`src/rtl/n_bits_demux_scoreboard.sv`:
```
// Register-file write-enable demux with pending-write scoreboard.
// Writeback decodes WB_DST to a registered one-hot enable; issue marks destinations busy.
module n_bits_demux_scoreboard #(
    parameter int SEL_W              = 5,
    parameter int ZERO_REG_HARDWIRED = 1
) (
    input  logic               CLK,
    input  logic               RESET_N,
    input  logic               ISSUE_VALID,
    output logic               ISSUE_READY,
    input  logic               ISSUE_WE,
    input  logic [SEL_W-1:0]   ISSUE_DST,
    input  logic [SEL_W-1:0]   ISSUE_SRC_A,
    input  logic [SEL_W-1:0]   ISSUE_SRC_B,
    input  logic               WB_VALID,
    input  logic [SEL_W-1:0]   WB_DST,
    output logic [(1<<SEL_W)-1:0] WE_ONEHOT,
    output logic [(1<<SEL_W)-1:0] BUSY,
    output logic [SEL_W:0]     BUSY_COUNT,
    output logic               WB_ERR
);

    localparam int N = 1 << SEL_W;
    localparam logic [SEL_W:0] CNT_ONE = {{SEL_W{1'b0}}, 1'b1};

    function automatic logic [N-1:0] f_onehot(input logic [SEL_W-1:0] sel);
        logic [N-1:0] v;
        v = '0;
        v[sel] = 1'b1;
        return v;
    endfunction

    logic [N-1:0]   r_we_onehot;
    logic [N-1:0]   r_busy;
    logic [SEL_W:0] r_busy_cnt;
    logic           r_wb_err;

    logic [N-1:0]   w_eff_busy;
    logic           w_issue_accept;
    logic           w_set_en;
    logic           w_clr_en;
    logic           w_inc;
    logic           w_dec;
    logic           w_wb_zero;
    logic           w_dst_zero;
    logic [N-1:0]   w_busy_nxt;

    assign w_wb_zero  = (ZERO_REG_HARDWIRED != 0) && (WB_DST == '0);
    assign w_dst_zero = (ZERO_REG_HARDWIRED != 0) && (ISSUE_DST == '0);

    // Same-cycle writeback is forwarded so a dependent issue need not wait a cycle.
    always_comb begin
        w_eff_busy = r_busy;
        if (WB_VALID) begin
            w_eff_busy[WB_DST] = 1'b0;
        end
        if (ZERO_REG_HARDWIRED != 0) begin
            w_eff_busy[0] = 1'b0;
        end
    end

    assign ISSUE_READY = !(w_eff_busy[ISSUE_SRC_A] | w_eff_busy[ISSUE_SRC_B] |
                           (ISSUE_WE & w_eff_busy[ISSUE_DST]));

    assign w_issue_accept = ISSUE_VALID & ISSUE_READY;
    assign w_set_en       = w_issue_accept & ISSUE_WE & !w_dst_zero;
    assign w_clr_en       = WB_VALID & !w_wb_zero;

    // A new issue to the register being written back supersedes the older writer.
    always_comb begin
        w_busy_nxt = r_busy;
        if (w_clr_en) begin
            w_busy_nxt[WB_DST] = 1'b0;
        end
        if (w_set_en) begin
            w_busy_nxt[ISSUE_DST] = 1'b1;
        end
    end

    assign w_inc = w_set_en & !r_busy[ISSUE_DST];
    assign w_dec = w_clr_en & r_busy[WB_DST] & !(w_set_en && (ISSUE_DST == WB_DST));

    always_ff @(posedge CLK or negedge RESET_N) begin
        if (!RESET_N) begin
            r_we_onehot <= '0;
            r_busy      <= '0;
            r_busy_cnt  <= '0;
            r_wb_err    <= 1'b0;
        end else begin
            r_we_onehot <= w_clr_en ? f_onehot(WB_DST) : '0;
            r_busy      <= w_busy_nxt;
            case ({w_inc, w_dec})
                2'b10:   r_busy_cnt <= r_busy_cnt + CNT_ONE;
                2'b01:   r_busy_cnt <= r_busy_cnt - CNT_ONE;
                default: r_busy_cnt <= r_busy_cnt;
            endcase
            if (w_clr_en && !r_busy[WB_DST]) begin
                r_wb_err <= 1'b1;
            end
        end
    end

    assign WE_ONEHOT  = r_we_onehot;
    assign BUSY       = r_busy;
    assign BUSY_COUNT = r_busy_cnt;
    assign WB_ERR     = r_wb_err;

endmodule

```
`config.mk`:
```
export PLATFORM = sky130hd
export DESIGN_NAME = n_bits_demux_scoreboard
export DESIGN_NICKNAME = d
export VERILOG_FILES = /design/src/rtl/n_bits_demux_scoreboard.sv
export SDC_FILE = /design/constraint.sdc
export NUM_CORES = 1
export LEC_CHECK = 0
export CAP_MARGIN = 40
export CORE_ASPECT_RATIO = 0.9
export CORE_MARGIN = 2
export CORE_UTILIZATION = 40
export CTS_CLUSTER_DIAMETER = 40
export DETAILED_ROUTE_END_ITERATION = 7
export SYNTH_ARGS = -nofsm -noshare
export SYNTH_HDL_FRONTEND = slang
export SYNTH_SLANG_ARGS = --single-unit
```
`constraint.sdc`:
```
create_clock -name CLK -period 11.2 [get_ports CLK]
set_input_delay 1.68 -clock CLK [delete_from_list [all_inputs] [get_ports CLK]]
set_output_delay 1.68 -clock CLK [all_outputs]
set_load 0.01 [all_outputs]
```
==> results.sh <==
export IMPL_status="finished, final reports clean"
export IMPL_placed_cells=722
export IMPL_drc_errors=0
export IMPL_routed_wl_mm=17.3
export IMPL_multi_input_area_um2=3010
export IMPL_min_period_ps=7450
export IMPL_htreeDepth=3
export IMPL_ant_nets=0
export IMPL_root_buffer="clkbuf_16"
export IMPL_skew_ps=10.3
export IMPL_dp_slack_ps=3730
export IMPL_die_h_um=111
export IMPL_cts_hold_buf=0
export IMPL_critPathLaunchType="input port"
export IMPL_path_class="in -> out"
export IMPL_drt_pass1_iterations=5
export IMPL_finalSetupTns_ps=0
export IMPL_leakagePower_nw=2.40
export IMPL_grt_use_total=0.262
export IMPL_ir_drop_mv=0.0724
export IMPL_final_area_um2=6390
export IMPL_ys_async_sr_fraction=1.00
export IMPL_rows=39
export IMPL_placed_cell_area_um2=6090
export IMPL_reg2reg_depth=16
export IMPL_slew_headroom=0.432
export IMPL_synth_top_area_cell="dfrtp_1"
export IMPL_syn_inst=504
export IMPL_yosysWarnings=0
export IMPL_clock_sinks=71
export IMPL_powerDensity_nw_per_um2=142
export IMPL_ys_seq_elements=71
export IMPL_end_kind="output port"
export IMPL_crit_chain="clkdlybuf4s50_1 > nand2b_1 > o21ai_0 > o221ai_1 > nand4b_1 > o32ai_2 > or2_2 > nor2_1 > clkdlybuf4s50_1"
export IMPL_n_fill_cell=1108
export IMPL_synth_top_area_frac=0.349
export IMPL_grt_pass1_wl_mm=26.7
export IMPL_first_iter_violations=510
export IMPL_clk_latency_ps=350
export IMPL_setup_viol=0
export IMPL_fp_coreArea_um2=12500
export IMPL_crit_slowest_cell="clkdlybuf4s50_1"
export IMPL_cts_resized=0
export IMPL_dieArea_um2=13700
export IMPL_cts_clk_slew_worst_paths_ps=60
export IMPL_ctsLongestPathBuffers=2
export IMPL_min_path_type="reg -> reg"
export IMPL_synth_main_ff_cell="dfrtp_1"
export IMPL_cts_tree="built"
export IMPL_n_antenna_cell=0
export IMPL_wire_per_inst_um=23.4
export IMPL_cts_buffers=9
export IMPL_syn_nets=535
export IMPL_via_per_inst=6.22
export IMPL_synth_area_top_cells="dfrtp_1 35%, o31ai_4 7.9%, mux4_2 7.5%"
export IMPL_grt_pass1_vias=4448
export IMPL_final_cell_count_no_fill=738
export IMPL_cp_required_ps=9520
export IMPL_worstPathMaxFanout=18
export IMPL_worst_ep_arrival_time_ps=5770
export IMPL_regArea_um2=1780
export IMPL_drv_slew=0
export IMPL_drive_above_1_share=0.162
export IMPL_grt_setup_unrepaired="no"
export IMPL_syn_to_final_growth_pct=25.5
export IMPL_gp_congestion=0.948
export IMPL_max_freq_mhz=134
export IMPL_final_nets=600
export IMPL_post_cts_setup_buffers=0
export IMPL_synthesis_area_um2=5090
export IMPL_portBuffers=96
export IMPL_synth_seq_area_share=0.349
export IMPL_cpMostUsedCell="clkdlybuf4s50_1"
export IMPL_maxCapViolCount=0
export IMPL_num_vias=4589
export IMPL_synth_edf_count=0
export IMPL_hpwl_mm=12.2
export IMPL_yosys_top_cells_count="71 x dfrtp_1, 52 x nor2_1, 28 x clkbuf_1"
export IMPL_ios=97
export IMPL_setup_ws_ps=3750
export IMPL_ys_types=68
export IMPL_synth_area_per_cell_um2=10.1
export IMPL_finalCritPeriodShare=0.665
export IMPL_gr_total_overflow=0
export IMPL_hold_violations=0
export IMPL_initial_core_util=0.406
export IMPL_fp_dieW_um=123
export IMPL_tightest_slew_ps=851
export IMPL_hold_depth=0
export IMPL_grt_max_degree=57
export IMPL_antenna_found_initial=0
export IMPL_critPathMaxStageDelay_ps=980
export IMPL_rrSetupSlack_ps=6750
export IMPL_yosysMostFrequentCell="dfrtp_1"
==> metal layers <==
layer / track usage / wire length (um) / up-vias
met1: 0.372 / 7480 / 2203
met5: 0 / 0 / -
li1: - / - / 2049
met4: 0.100 / 550 / 0
met2: 0.377 / 7630 / 295
met3: 0.0736 / 1610 / 42
==> final cells by class <==
class	count	share of cell area
clock buffer	10	0.0374
clock inverter	6	0.0110
inverter	8	0.00470
multi-input combinational	372	0.470
sequential	71	0.278
tap	164	0.0321
timing repair buffer	107	0.167
==> critical path, delay by kind of cell <==
kind	cells	cell delay, ps
AOI/OAI and AO/OA	3	1160
buffers and inverters	2	1570
and+or+nand+nor	4	1340
==> logic make-up after synthesis <==
group	count (synthesis)	share of synthesized area
xor gates and xnor gates	11	0.0189
DFF	71	0.349
and+or+nand+nor	172	0.185
muxes	33	0.108
adders and majority gates	6	0.0162
buffers and inverters	61	0.0607
AOI/OAI and AO/OA	149	0.262
other	1	0.000736
==> cell usage in the layout, fill, tap and decap left out, drive strengths merged, types with 6 or more instances in the layout <==
cell type | Yosys | layout
o21ai | 47 | 47
nand2b | 6 | 6
a21oi | 8 | 8
inv | 7 | 7
clkbuf | 28 | 10
mux2i | 11 | 11
nor2b | 8 | 8
xnor2 | 6 | 6
nor3 | 11 | 11
mux4 | 17 | 17
nand4 | 7 | 7
or2 | 12 | 12
nor2 | 53 | 53
o2111ai | 13 | 13
clkdlybuf4s50 | 0 | 95
buf | 25 | 12
o311ai | 6 | 6
or4 | 9 | 9
nand4b | 7 | 7
dfrtp | 71 | 71
nand3 | 10 | 10
clkinv | 1 | 6
nand2 | 25 | 25
o31ai | 26 | 26
o211ai | 22 | 22
==> registers in the layout, summed over array words and instances, names as in the netlist <==
name and count:
BUSY 32, WE_ONEHOT 32, BUSY_COUNT 6, WB_ERR 1
==> per-stage QoR <==
step | util | total power [mW] | hold slack (ps)
after floorplan | - | 0.492 | 504
after global placement | 0.482 | 0.613 | 436
after detailed placement | 0.485 | 0.614 | 438
after CTS | 0.510 | 0.913 | 451
after global routing | 0.510 | 0.954 | 468
final | 0.510 | 0.910 | 454
==> power by group <==
| group | switching [mW] | internal, mW | total [mW] |
|---|---|---|---|
| clock | 0.117 | 0.179 | 0.296 |
| sequential | 0.0401 | 0.284 | 0.324 |
| combinational | 0.154 | 0.135 | 0.289 |
==> path summary, 6_finish.rpt <==
| kind | start | to |
|---|---|---|
| setup reg to reg | BUSY[4]$_DFF_PN0_ | BUSY_COUNT[5]$_DFFE_PN0P_ |
| hold reg to reg | BUSY[0]$_DFF_PN0_ | BUSY[0]$_DFF_PN0_ |
| hold / removal | BUSY[0]$_DFF_PN0_ | BUSY[0]$_DFF_PN0_ |
| max in group asynchronous | RESET_N | WE_ONEHOT[12]$_DFF_PN0_ |
| min in group asynchronous | RESET_N | BUSY[30]$_DFF_PN0_ |
| setup / recovery | WB_DST[1] | ISSUE_READY |
No activity file was read; power rests on OpenSTA's default activity.
